**src/rtl/gate_selftest_sequencer.sv**
```systemverilog
// gate_selftest_sequencer: on-board self-test for the Liberty74 single-gate testboard.
// Walks {C,B,A} through all 8 combinations, holds each for SETTLE_CYCLES, samples the 16 gate
// results and compares them with golden values. Reports pass/fail, failing-vector count and a
// per-gate fail mask.
// Ports:
//   clk_i, rst_i (async, active-high), start_i (run request, ignored while busy_o)
//   result_i[15:0]  gate results in LED-bank order
//   stim_o[2:0]     stimulus {C,B,A}; stim_oe_o drives the nets when 1
//   busy_o, done_o, pass_o, err_cnt_o[ERR_W-1:0] (saturating), fail_mask_o[15:0]
// Optional macro SELFTEST_FIRST_FAIL_CAPTURE_EN adds first_fail_vld_o, first_fail_vec_o[2:0] and
// first_fail_data_o[15:0], holding the vector and raw results of the first failing sample of a run.
module gate_selftest_sequencer #(
    parameter int SETTLE_CYCLES = 4,
    parameter int ERR_W         = 4
) (
    input  logic             clk_i,
    input  logic             rst_i,
    input  logic             start_i,
    input  logic [15:0]      result_i,
    output logic [2:0]       stim_o,
    output logic             stim_oe_o,
    output logic             busy_o,
    output logic             done_o,
    output logic             pass_o,
    output logic [ERR_W-1:0] err_cnt_o,
`ifdef SELFTEST_FIRST_FAIL_CAPTURE_EN
    output logic             first_fail_vld_o,
    output logic [2:0]       first_fail_vec_o,
    output logic [15:0]      first_fail_data_o,
`endif
    output logic [15:0]      fail_mask_o
);
    typedef enum logic [1:0] {IDLE, APPLY, SAMPLE, DONE} state_t;
    state_t state_q, state_d;
    logic [7:0] settle_q, settle_d;
    logic [2:0] vec_q, vec_d, stim_d;
    logic stim_oe_d, busy_d, done_d, pass_d;
    logic [ERR_W-1:0] err_d;
    logic [15:0] mask_d, golden, mismatch;
    logic a, b, c;
`ifdef SELFTEST_FIRST_FAIL_CAPTURE_EN
    logic ff_vld_d;
    logic [2:0] ff_vec_d;
    logic [15:0] ff_data_d;
`endif
    assign {c, b, a} = vec_q;
    assign golden = {a ^ b ^ c, a ^ b, (a | b) & c, (a & b) | c, ~(a | b | c), ~(a | b), a | b | c, a | b,
                     ~(a & b & c), ~(a & b), a & b & c, a & b, c ? b : a, ~a, a, a};
    assign mismatch = result_i ^ golden;
    always_comb begin
        state_d   = state_q;
        settle_d  = settle_q;
        vec_d     = vec_q;
        stim_d    = stim_o;
        stim_oe_d = stim_oe_o;
        busy_d    = busy_o;
        done_d    = done_o;
        pass_d    = pass_o;
        err_d     = err_cnt_o;
        mask_d    = fail_mask_o;
`ifdef SELFTEST_FIRST_FAIL_CAPTURE_EN
        ff_vld_d  = first_fail_vld_o;
        ff_vec_d  = first_fail_vec_o;
        ff_data_d = first_fail_data_o;
`endif
        case (state_q)
            IDLE, DONE: if (start_i) begin
                state_d   = APPLY;
                settle_d  = '0;
                vec_d     = '0;
                stim_d    = '0;
                stim_oe_d = 1'b1;
                busy_d    = 1'b1;
                done_d    = 1'b0;
                pass_d    = 1'b0;
                err_d     = '0;
                mask_d    = '0;
`ifdef SELFTEST_FIRST_FAIL_CAPTURE_EN
                ff_vld_d  = 1'b0;
                ff_vec_d  = '0;
                ff_data_d = '0;
`endif
            end
            APPLY: begin
                settle_d = settle_q + 8'd1;
                stim_d   = vec_q;
                state_d  = (settle_q == 8'(SETTLE_CYCLES - 1)) ? SAMPLE : APPLY;
            end
            SAMPLE: begin
                mask_d = fail_mask_o | mismatch;
                if (mismatch != '0) begin
                    err_d = (err_cnt_o == '1) ? err_cnt_o : err_cnt_o + ERR_W'(1);
`ifdef SELFTEST_FIRST_FAIL_CAPTURE_EN
                    if (!first_fail_vld_o) begin
                        ff_vld_d  = 1'b1;
                        ff_vec_d  = vec_q;
                        ff_data_d = result_i;
                    end
`endif
                end
                if (vec_q == 3'd7) begin
                    state_d   = DONE;
                    stim_d    = '0;
                    stim_oe_d = 1'b0;
                    busy_d    = 1'b0;
                    done_d    = 1'b1;
                    pass_d    = (err_d == '0);
                end else begin
                    state_d  = APPLY;
                    vec_d    = vec_q + 3'd1;
                    stim_d   = vec_q + 3'd1;
                    settle_d = '0;
                end
            end
            default: state_d = IDLE;
        endcase
    end
    always_ff @(posedge clk_i or posedge rst_i) begin
        if (rst_i) begin
            state_q           <= IDLE;
            settle_q          <= '0;
            vec_q             <= '0;
            stim_o            <= '0;
            stim_oe_o         <= 1'b0;
            busy_o            <= 1'b0;
            done_o            <= 1'b0;
            pass_o            <= 1'b0;
            err_cnt_o         <= '0;
            fail_mask_o       <= '0;
`ifdef SELFTEST_FIRST_FAIL_CAPTURE_EN
            first_fail_vld_o  <= 1'b0;
            first_fail_vec_o  <= '0;
            first_fail_data_o <= '0;
`endif
        end else begin
            state_q           <= state_d;
            settle_q          <= settle_d;
            vec_q             <= vec_d;
            stim_o            <= stim_d;
            stim_oe_o         <= stim_oe_d;
            busy_o            <= busy_d;
            done_o            <= done_d;
            pass_o            <= pass_d;
            err_cnt_o         <= err_d;
            fail_mask_o       <= mask_d;
`ifdef SELFTEST_FIRST_FAIL_CAPTURE_EN
            first_fail_vld_o  <= ff_vld_d;
            first_fail_vec_o  <= ff_vec_d;
            first_fail_data_o <= ff_data_d;
`endif
        end
    end
endmodule
```
**config.mk**
```make
export PLATFORM = sky130hd
export DESIGN_NAME = gate_selftest_sequencer
export DESIGN_NICKNAME = d
export VERILOG_FILES = /design/src/rtl/gate_selftest_sequencer.sv
export SDC_FILE = /design/constraint.sdc
export NUM_CORES = 1
export LEC_CHECK = 0
export CAP_MARGIN = 20
export CORE_ASPECT_RATIO = 1.25
export CORE_UTILIZATION = 42
export CTS_CLUSTER_DIAMETER = 60
export DETAILED_ROUTE_END_ITERATION = 8
export GPL_ROUTABILITY_DRIVEN = 0
export HOLD_SLACK_MARGIN = 0.05
export PLACE_DENSITY = 0.74
export SLEW_MARGIN = 40
export SYNTH_ARGS = -nofsm -noshare
export SYNTH_HDL_FRONTEND = slang
export SYNTH_SLANG_ARGS = --single-unit
export TNS_END_PERCENT = 50
```
**constraint.sdc**
```tcl
create_clock -name clk_i -period 4.2 [get_ports clk_i]
set_input_delay 1.05 -clock clk_i [delete_from_list [all_inputs] [get_ports clk_i]]
set_output_delay 1.05 -clock clk_i [all_outputs]
set_load 0.02 [all_outputs]
```
---- Yosys cells after proc, flatten, opt, wreduce, memory -nomap -nowiden ----
Index checks and enable logic that the tools add are counted.
word-level totals
  register bits ........................... 39
  bits of input ports ..................... 19
  output and inout port bits .............. 27
  logic and storage cells ................. 73
cells by class
  add/subtract/negate cells ............... 3
  eq/ne operators ......................... 9
  muxes and demuxes ....................... 28
  bitwise logic cells ..................... 15
  reductions and logical operators ........ 9
operator list
  cell                   number
  $pmux W16 S2           1
  $pmux W8 S3            1
  $mux W16               1
  $mux W4                4
  $mux W8                2
  $or A16 B16 Y16        1
  $reduce_bool A16 Y1    1
  $xor A16 B16 Y16       1
  $mux W3                3
  $pmux W3 S3            1
  $add A8 B1 Y8 const B  1
  $eq A8 B2 Y1 const B   1
  $pmux W4 S2            1
  $mux W1                6
  $mux W2                3
  $ne A2 B2 Y1 const B   3
  $pmux W1 S2            3
  $pmux W2 S3            1
  $pmux W3 S2            1
  $reduce_and A3 Y1      2
  $not A1 Y1             5
  $add A4 B1 Y4 const B  1
  $eq A2 B2 Y1 const B   2
  $eq A4 B4 Y1 const B   1
  11 further kinds       17

---- Longest topological paths before layout ----
Gate-level depths: netlist of the first run.
  word-level depth ........................ 10
  gate-level depth with buffers ........... 9
  mapped depth without buffers ............ 9

---- Worst setup path before layout of the first run ----
OpenSTA, ideal clock, no wires.
  path type ............................... in2reg
  start ................................... input port result_i[0]
  end ..................................... register err_cnt_o[2]
  setup time .............................. 0.137 ns
  data arrival time ....................... 2.451 ns
  required time ........................... 4.063 ns
  path slack .............................. 1.613 ns
  stages on the path ...................... 6
  cells stage by stage .................... or4b_1 > a211oi_2 > o2111ai_2 > or2_1 > a31oi_1 > a21oi_1
on the way
  longest elaborated chain between the ends .. 5
ends and longest elaborated chain
  what                  RTL line  RTL
  from (decl)           19        input logic [15:0] result_i,
  $xor A16 B16 Y16      49        assign mismatch = result_i ^ golden;
  $reduce_bool A16 Y1   91        if (mismatch != '0) begin
  $mux W4               91
  $mux W4               66        case (state_q)
  $pmux W4 S2           66
  to (signal assigned)  144       err_cnt_o <= err_d;
  to (decl)             25        output logic [ERR_W-1:0] err_cnt_o,
Every way passes these cells. The select of a mux whose other input is x is not followed.
A chain may end at the register's enable or synchronous reset.

---- Final worst setup path of the first run ----
Same ends and word-level chain as after synthesis.

==> results of run 1 <==
-- final cells by class --
cell class	instances	area share, %
flip-flops and latches	39	33.9
multi-input cells	195	42.1
well taps	62	2.69
inverters	11	1.43
repair buffers	48	16.4
clock buffers	8	3.47
-- power groups by stage --
| stage | Combinational (mW) | Sequential, mW | Clock (mW) |
|---|---|---|---|
| floorplan | 0.469 | 0.636 | 0 |
| finish | 0.831 | 0.565 | 0.277 |
| detailed placement | 0.834 | 0.572 | 0 |
| global route | 0.923 | 0.581 | 0.297 |
| CTS | 0.839 | 0.565 | 0.284 |
| global placement | 0.817 | 0.567 | 0 |
-- cell families after synthesis --
group,share of synthesized area [%]
simple gates,19.5
compound gates,18.5
flops,42.5
xor+xnor,9.16
buf+inv,4.53
fa+ha+maj,4.91
mux,0.872
-- sequential cells by signal, indices dropped and copies added, names as in the netlist --
register / cells
state_q: 2
busy_o: 1
done_o: 1
fail_mask_o: 16
stim_o: 3
pass_o: 1
err_cnt_o: 4
settle_q: 8
vec_q: 3
-- worst paths after layout --
path | from | end | slack [ns] | depth (start not counted)
min in group asynchronous | rst_i | fail_mask_o[1] | 1.18 | 3
setup / recovery | result_i[0] | err_cnt_o[2] | 1.28 | 7
hold reg to reg | fail_mask_o[13] | fail_mask_o[13] | 0.49 | 2
max in group asynchronous | rst_i | settle_q[2] | 2.67 | 3
setup reg to reg | vec_q[0] | err_cnt_o[3] | 1.58 | 8
hold / removal | fail_mask_o[13] | fail_mask_o[13] | 0.49 | 2
-- placed cells by master, fill, tap and decap left out, types with 7 or more instances in the layout --
cell type        instances
a21oi_1                 21
clkbuf_8                 7
clkdlybuf4s50_1         45
dfrtp_1                 39
ha_1                     9
inv_1                   10
nand2_1                 23
nand3_1                 12
nor2_1                  30
o21ai_0                 17
xnor2_1                 12
xor2_1                  12
-- worst min-delay path: cells and delay by family, from the launching register on --
family,cells,cell delay [ns]
AND/OR/NAND/NOR,1,0.07
AO/OA/AOI/OAI,1,0.04
flip-flops,1,0.35
-- metal layers --
layer / track usage [%] / vias to the layer above / part of all wire [%]
met5: 0 / - / 0
met4: 6.25 / 0 / 0.79
met3: 2.99 / 4 / 2.2
met2: 33.8 / 30 / 51
met1: 26.7 / 906 / 45
li1: - / 985 / -
-- synthesized netlist by cell type (3+ instances only) --
cell	count	area [sq um]
nand3_1	12	60.1
nor3_1	5	25.0
ha_1	9	113
clkbuf_1	7	26.3
o21ai_0	17	85.1
dfrtp_1	39	976
nor2_1	30	113
and3_1	3	18.8
nor2b_1	4	25.0
o22ai_1	3	18.8
xor2_1	12	105
xnor2_1	12	105
nand2_1	23	86.3
inv_1	10	37.5
nand2b_1	6	37.5
a21oi_1	21	105
a31oi_1	4	25.0
-- stage by stage --
step	util, %	instances	power, mW
finish	55.9	363	1.67
global route	55.9	363	1.80
CTS	55.9	363	1.69
detailed placement	54.0	355	1.41
global placement	54.0	355	1.38
floorplan	-	257	1.10
==> metrics, run 1 <==
worst hold slack 0.493 ns; Leak Pwr 1.23 nW; I/O pin cnt 46; CTS Buffer Depth 2; Setup WS post-layout 1.28 ns; critical path class in2reg; Worst EP arrival 3.07 ns; layout cell share with drive strength beyond 1 5.32%; Die ar. 0.00576 sq mm; Reg power frac 33.8%; initial core utilization 44.5%; combinational share of power 49.7%; first-pass GRT wire length 9060 microns; minimum clock period 2.92 ns; port bufs 45; endpoint class of the critical path register; Worst Tran Pin Value 0.544 ns; Avg WL per Cell 14.3 microns; pre-CTS setup slack 0.977 ns; DP HPWL 3760 microns; htree depth 2; core area 0.00515 sq mm; Final Cycle Share 69.6%; vias in the first global route 1939; FF+latch area 976 sq um; DRT iter0 DRCs 191; Syn Nets 285; Largest stage delay, worst path 0.55 ns; Pint 0.975 mW; nets 328; maximum vdd drop 0.287 mV; Placed Area 0.00278 sq mm; Crit path max-delay family simple AND/OR/NAND/NOR gates; die width 68.1 microns; slowest cell on the critical path or4b_1; Synth cell types 49; fin area 0.00288 sq mm; Final Setup Violations 0; power density cells 580 mW/mm^2; GRT Resource Usage Total 20.4%; synthesized cell area 0.00229 sq mm; WP buf/inv 1; CP required 4.35 ns; fill count 512; Slew Viols, Final 0; crit start category input port; Reg clk slew, reported paths 0.08 ns; number of vias per cell 5.30; MaxCap Viol Count 0; clk_lat worst skew 0.28 ns; Overflow after GRT 0; # Post-CTS Setup Buffers 0; Routed Antenna Nets 0; Async SR Flop Fraction 100%; cells along the critical path clkdlybuf4s50_1 > or4b_1 > a211oi_2 > o2111ai_2 > or2_1 > a31oi_1 > a21oi_1; Inserted Clock Buffers 5; root buffer cell clkbuf_8; hold_buf cts 0; largest net degree at the start of global routing 40; Ys Warns 0; final WL 5210 microns; Hold Crit Class reg2reg; multi-input logic area 0.00121 sq mm; top_reg_cell synth dfrtp_1; die height 84.6 microns; Post-Route Skew 0.00544 ns; Sw Share 41.7%; Post-Syn Instances 257; Area Overhead vs Synth 25.6%; initial antenna violation count 0; Hold Vio Cnt, Final 0; Num Clock Sinks 39; fmax 342 MHz; CTS tree yes; Net Sw Power 0.698 mW; residual DRC count 0; status finished clean; Clk pwr share 16.6%; Mean Syn Cell Area 8.93 sq um; post-CTS sizing 0; vias after detailed routing 1925; EDFF count, synth 0; Max-slew headroom 63.7%; length of the first detailed-routing pass in iterations 4; RSZ-0062 raised after global routing false; row count 29; Seq/Total Area, Yosys 42.5%; crit path max fanout 4; post-synthesis register bit count 39; Ant. Diodes 0; Final TNS setup 0 ns
No activity file was read; power rests on OpenSTA's default activity.
==> inputs of run 2 (changes only) <==
--- a/config.mk
+++ b/config.mk
@@ -12,7 +12,7 @@
 export DETAILED_ROUTE_END_ITERATION = 8
 export GPL_ROUTABILITY_DRIVEN = 0
 export HOLD_SLACK_MARGIN = 0.05
-export PLACE_DENSITY = 0.74
+export PLACE_DENSITY = 0.77
 export SLEW_MARGIN = 40
 export SYNTH_ARGS = -nofsm -noshare
 export SYNTH_HDL_FRONTEND = slang
==> constraint.sdc (replaced) <==
create_clock -name clk_i -period 2.58 [get_ports clk_i]
set_input_delay 0.645 -clock clk_i [delete_from_list [all_inputs] [get_ports clk_i]]
set_output_delay 0.645 -clock clk_i [all_outputs]
set_load 0.02 [all_outputs]
==> run 2 against run 1 <==
Non-clock buffer count increased by 17. Largest cell class unchanged. Setup slack worse by 1.1 ns. Total power rose by 73%. Clock skew rose by 0.0059 ns. Highest routed layer unchanged.
==> metrics, run 2 (synthesis results as in run 1) <==
status finished clean; Final Power 2.90 mW (+73%); endpoint class of the critical path register; residual DRC count 0 (unchanged); critical path class in2reg; final cell count without fillers 380 (+4.7%); Final Cycle Share 94.8%; initial antenna violation count 0 (unchanged); Leak Pwr 1.32 nW (+7.7%); Overflow after GRT 0 (unchanged); worst reg-to-reg path cell count 7 (-1); I/O pin cnt 46 (unchanged); final WL 5420 microns (+4.1%); flop-to-flop setup slack 0.21 ns (-1.37 ns); Final Setup Violations 0 (unchanged); fmax 409 MHz; multi-input logic area 0.00121 sq mm (unchanged); RSZ-0062 raised after global routing false; hold_buf cts 0 (unchanged); clk_lat worst skew 0.30 ns (+0.02 ns); die width 68.1 microns (unchanged); post-CTS sizing 0 (unchanged); Num Clock Sinks 39 (unchanged); top flop regs fail_mask_o (16), settle_q (8), err_cnt_o (4); root buffer cell clkbuf_8; GRT Resource Usage Total 21.4% (+0.99 points); critical hold path startpoint fail_mask_o[15]; row count 29 (unchanged); Ant. Diodes 0 (unchanged); maximum vdd drop 0.548 mV (+91%); vias after detailed routing 2026 (+5.2%); CTS Buffer Depth 2 (unchanged); Setup WS post-layout 0.133 ns (-1.14 ns); crit start category input port; CP required 2.76 ns (-1.59 ns); largest net degree at the start of global routing 40 (unchanged); length of the first detailed-routing pass in iterations 4 (unchanged); Hold Crit Depth 2 (unchanged); Worst EP arrival 2.62 ns (-0.45 ns); htree depth 2 (unchanged); CTS tree yes; Final TNS setup 0 ns (unchanged); MaxCap Viol Count 0 (unchanged); Post-Route Skew 0.0113 ns (+0.00587 ns); Die ar. 0.00576 sq mm (unchanged); vias in the first global route 2068 (+6.7%); die height 84.6 microns (unchanged); most common cell after layout, fill and taps aside clkdlybuf4s50_1; Reg clk slew, reported paths 0.08 ns (about the same); Inserted Clock Buffers 5 (unchanged); layout cell share with drive strength beyond 1 10.7% (+5.4 points); first-pass GRT wire length 9350 microns (+3.2%); Slew Viols, Final 0 (unchanged); fill count 496 (-3.1%); r2r startpoint vec_q[0]; port bufs 45 (unchanged); Area Overhead vs Synth 32.0%; hold endpoint fail_mask_o[15]; crit path max fanout 3 (-1); Worst Tran Pin Value 0.533 ns (-0.0109 ns); placed cells 372 (+4.8%); number of vias per cell 5.33 (+0.54%); FF+latch area 976 sq um (unchanged); core area 0.00515 sq mm (unchanged); Hold Crit Class reg2reg; commonest cells after routing, fill and taps aside 45 x clkdlybuf4s50_1, 39 x dfrtp_1, 30 x nor2_1, 23 x nand2_1, 21 x a21oi_1; Hold Vio Cnt, Final 0 (unchanged); DP HPWL 3920 microns (+4.4%); Max-slew headroom 64.4% (+0.73 points); max FFs per register 16 (unchanged); DRT iter0 DRCs 192 (+0.52%); initial core utilization 44.5% (unchanged); Avg WL per Cell 14.3 microns (-0.60%); power density cells 956 mW/mm^2 (+65%); minimum clock period 2.45 ns; Critical R2R Capture err_cnt_o[2]; nets 345 (+5.2%); Routed Antenna Nets 0 (unchanged); Largest Register fail_mask_o; pre-CTS setup slack -0.164 ns (-1.14 ns); # Post-CTS Setup Buffers 0 (unchanged)
-- run 2: cell types whose count changed in the layout (fill, tap and decap cells not counted), sizes merged --
cell,delta
buf,+17
clkbuf,-2
bufinv,+1
clkinv,+1
-- run 2: power by group --
part / switching [mW] / internal [mW] / total [mW]
Sequential: 0.110 / 0.782 / 0.892
Clock: 0.224 / 0.313 / 0.538
Combinational: 0.842 / 0.625 / 1.47
Total: 1.18 / 1.72 / 2.90
-- run 2: layer usage --
metal  global-route usage, %  vias to the layer above  routed length [microns]
met4                    6.44                        0                       59
met2                    34.8                       35                     2740
met5                       0                        -                        0
met1                    27.8                      964                     2430
li1                        -                     1019                        -
met3                    4.48                        8                      187
-- run 2: how the worst max path moves through the flow --
| stage | startpoint | to | slack [ns] |
|---|---|---|---|
| 4_1_cts | result_i[0] | err_cnt_o[2] | 0.13 |
| 3_3_place_gp | result_i[0] | err_cnt_o[2] | -0.14 |
| 5_1_grt | vec_q[1] | err_cnt_o[3] | 0.10 |
| 3_5_place_dp | result_i[0] | err_cnt_o[2] | -0.16 |
| 2_1_floorplan | vec_q[0] | err_cnt_o[3] | 0.35 |
| 6_report | result_i[0] | err_cnt_o[2] | 0.13 |
-- run 2: per-stage QoR --
stage	util (%)	cell area (sq um)	hold slack (ns)
2_1_floorplan	-	2290	0.475
4_1_cts	58.8	3030	0.505
3_5_place_dp	56.5	2910	0.486
5_1_grt	58.8	3030	0.523
6_report	58.8	3030	0.501
3_3_place_gp	56.5	2910	0.475
-- run 2: final cells by class --
cell class              count  area share [%]
clock buffers               6            2.73
clock inverters             2            1.16
inverters                  11            1.36
multi-input cells         195            40.1
flip-flops and latches     39            32.2
well taps                  62            2.56
repair buffers             65            19.8
-- run 2: critical path, cell delays in order --
cell,delay (ns)
clkdlybuf4s50_1,0.42
or4b_1,0.55
a211oi_2,0.25
o2111ai_2,0.21
or2_1,0.30
a31oi_1,0.20
a21oi_1,0.06
==> inputs of run 3 (changes only) <==
--- a/config.mk
+++ b/config.mk
@@ -5,6 +5,7 @@
 export SDC_FILE = /design/constraint.sdc
 export NUM_CORES = 1
 export LEC_CHECK = 0
+export ABC_AREA = 1
 export CAP_MARGIN = 20
 export CORE_ASPECT_RATIO = 1.25
 export CORE_UTILIZATION = 42
==> run 3 against run 2 <==
Sequential power grew 5.5%. Count of clock-buffer cells in the layout grew 2. Non-clock buffer count shrank 18. Setup slack gained 0.32 ns. Cell area shrank 6.0%. Final cell count grew 3.2%. Wire length shrank 6.3%. Critical path type is now reg2reg. Largest power group unchanged.
==> metrics, run 3 <==
status finished clean; EDFF count, synth 0 (unchanged); Final Setup Violations 0 (unchanged); power density cells 1060 mW/mm^2 (+11%); post-CTS sizing 0 (unchanged); Synth cell types 34 (-31%); root buffer cell clkbuf_8; Max-slew headroom 66.9% (+2.5 points); die height 83.5 microns (-1.3%); Reg clk slew, reported paths 0.08 ns (about the same); CP required 2.82 ns (+0.06 ns); final WL 5080 microns (-6.3%); commonest cells after routing, fill and taps aside 60 x nand2_1, 45 x clkdlybuf4s50_1, 39 x dfrtp_1, 37 x nor2_1, 31 x inv_1; Post-Route Skew 0.00780 ns (-0.00351 ns); fill count 475 (-4.2%); count leader, synth nand2_1; Largest Register fail_mask_o; Hold Vio Cnt, Final 0 (unchanged); post-synthesis register bit count 39 (unchanged); # Post-CTS Setup Buffers 0 (unchanged); DRT iter0 DRCs 120 (-38%); MaxCap Viol Count 0 (unchanged); number of vias per cell 5.05 (-5.4%); Worst Tran Pin Value 0.496 ns (-0.0376 ns); Hold Crit Class reg2reg; critical path class reg2reg; Inserted Clock Buffers 5 (unchanged); Avg WL per Cell 12.9 microns (-9.2%); Worst EP arrival 2.36 ns (-0.26 ns); layout cell share with drive strength beyond 1 10.6% (-0.086 points); top_reg_cell synth dfrtp_1; Ant. Diodes 0 (unchanged); fmax 471 MHz (+15%); die width 67.2 microns (-1.3%); post-synth top area share 43.7% (+1.2 points); most instantiated cells after synthesis 60 x nand2_1, 39 x dfrtp_1, 37 x nor2_1; Post-Syn Instances 279 (+8.6%); I/O pin cnt 46 (unchanged); Overflow after GRT 0 (unchanged); biggest area consumer among synthesized cells dfrtp_1; endpoint class of the critical path register; core area 0.00508 sq mm (-1.4%); Routed Antenna Nets 0 (unchanged); length of the first detailed-routing pass in iterations 4 (unchanged); Async SR Flop Fraction 100% (unchanged); Final TNS setup 0 ns (unchanged); DP HPWL 3910 microns (-0.21%); crit start category register; initial antenna violation count 0 (unchanged); Syn Nets 307 (+7.7%); residual DRC count 0 (unchanged); largest net degree at the start of global routing 40 (unchanged); htree depth 2 (unchanged); Final Cycle Share 82.3% (-13 points); top flop regs fail_mask_o (16), settle_q (8), err_cnt_o (4); vias in the first global route 1935 (-6.4%); maximum vdd drop 0.596 mV (+8.8%); Num Clock Sinks 39 (unchanged); vias after detailed routing 1978 (-2.4%); Slew Viols, Final 0 (unchanged); first-pass GRT wire length 8440 microns (-9.7%); synthesized cell area 0.00223 sq mm (-2.7%); clk_lat worst skew 0.30 ns (about the same); row count 29 (unchanged); minimum clock period 2.12 ns (-0.323 ns); Ys Warns 0 (unchanged); crit path max fanout 7 (+4); RSZ-0062 raised after global routing false; Seq/Total Area, Yosys 43.7% (+1.2 points); Area Overhead vs Synth 27.5%; initial core utilization 43.9% (-0.60 points); Mean Syn Cell Area 8.00 sq um (-10%); nets 357 (+3.5%); dominant cells by area after synthesis dfrtp_1 44%, nand2_1 10%, nor2_1 6.2%, inv_1 5.2%, ha_1 5.0%; CTS tree yes; Leak Pwr 1.41 nW (+7.1%); GRT Resource Usage Total 20.0% (-1.4 points); most common cell after layout, fill and taps aside nand2_1; hold_buf cts 0 (unchanged); max FFs per register 16 (unchanged); Die ar. 0.00561 sq mm (-2.7%); port bufs 45 (unchanged); CTS Buffer Depth 2 (unchanged); post-route core utilization 56.0% (-2.7 points)
==> run 3: changes by cell type after synthesis, moves of 6 or more <==
cell,delta
clkbuf_1,-7
inv_2,+6
nand2_2,+7
xnor2_1,-7
o21ai_0,-11
xor2_1,-7
inv_1,+21
nand2_1,+37
nor2_1,+7
nand2b_1,-6
==> run 3: stage by stage <==
stage | std cells | area [sq um] | power, mW | hold slack, ns | worst slack, ns
after floorplan | 279 | 2230 | 2.02 | 0.469 | 0.786
after global placement | 384 | 2750 | 2.53 | 0.469 | 0.414
after detailed placement | 384 | 2750 | 2.58 | 0.473 | 0.343
after CTS | 392 | 2850 | 3.04 | 0.489 | 0.444
after global routing | 392 | 2850 | 3.26 | 0.522 | 0.287
final | 392 | 2850 | 3.02 | 0.488 | 0.456
==> run 3: logic make-up after synthesis <==
logic type / after synthesis / synth area share (%)
simple gates: 135 / 28.1
compound gates: 43 / 11.1
buf+inv: 43 / 8.07
flops: 39 / 43.7
xor+xnor: 10 / 3.92
fa+ha+maj: 9 / 5.04
==> run 3: layout make-up <==
type	count	area, sq um	area share [%]
clock buffers	8	100	3.52
inverters	39	151	5.32
multi-input cells	197	1080	37.8
flip-flops and latches	39	976	34.3
well taps	62	77.6	2.73
repair buffers	47	465	16.4
==> run 3: per-layer routing <==
metal,vias to the layer above,global-route usage [%],wire length (microns)
li1,994,-,-
met2,35,35.0,2690
met5,-,0,0
met1,944,23.3,2160
met3,5,4.78,167
met4,0,6.19,54
==> run 3: critical path, stage by stage, from the launching register on <==
cell and delay [ns]:
dfrtp_1 0.50, inv_2 0.14, ha_1 0.37, inv_1 0.07, nand2_1 0.06, nand2_1 0.06
nand2_1 0.04, nand2_1 0.10, nand3_2 0.14, nor2_8 0.15, nand2_4 0.07, nand2_1 0.09
nand3_1 0.07, nor2_1 0.09, nand2_1 0.06, nand2_1 0.05
==> run 3: power by group <==
part           switching [mW]  internal [mW]
sequential              0.138          0.803
combinational           0.989          0.630
clock                   0.219          0.244
total                    1.35           1.68
==> run 3: final timing paths <==
kind / startpoint / endpoint / slack (ns) / depth (start not counted)
setup / recovery: vec_q[0] / pass_o / 0.46 / 15
hold / removal: done_o / done_o / 0.49 / 2
setup reg to reg: vec_q[0] / pass_o / 0.46 / 15
hold reg to reg: done_o / done_o / 0.49 / 2
max in group asynchronous: rst_i / settle_q[2] / 1.47 / 3
min in group asynchronous: rst_i / fail_mask_o[1] / 0.76 / 3
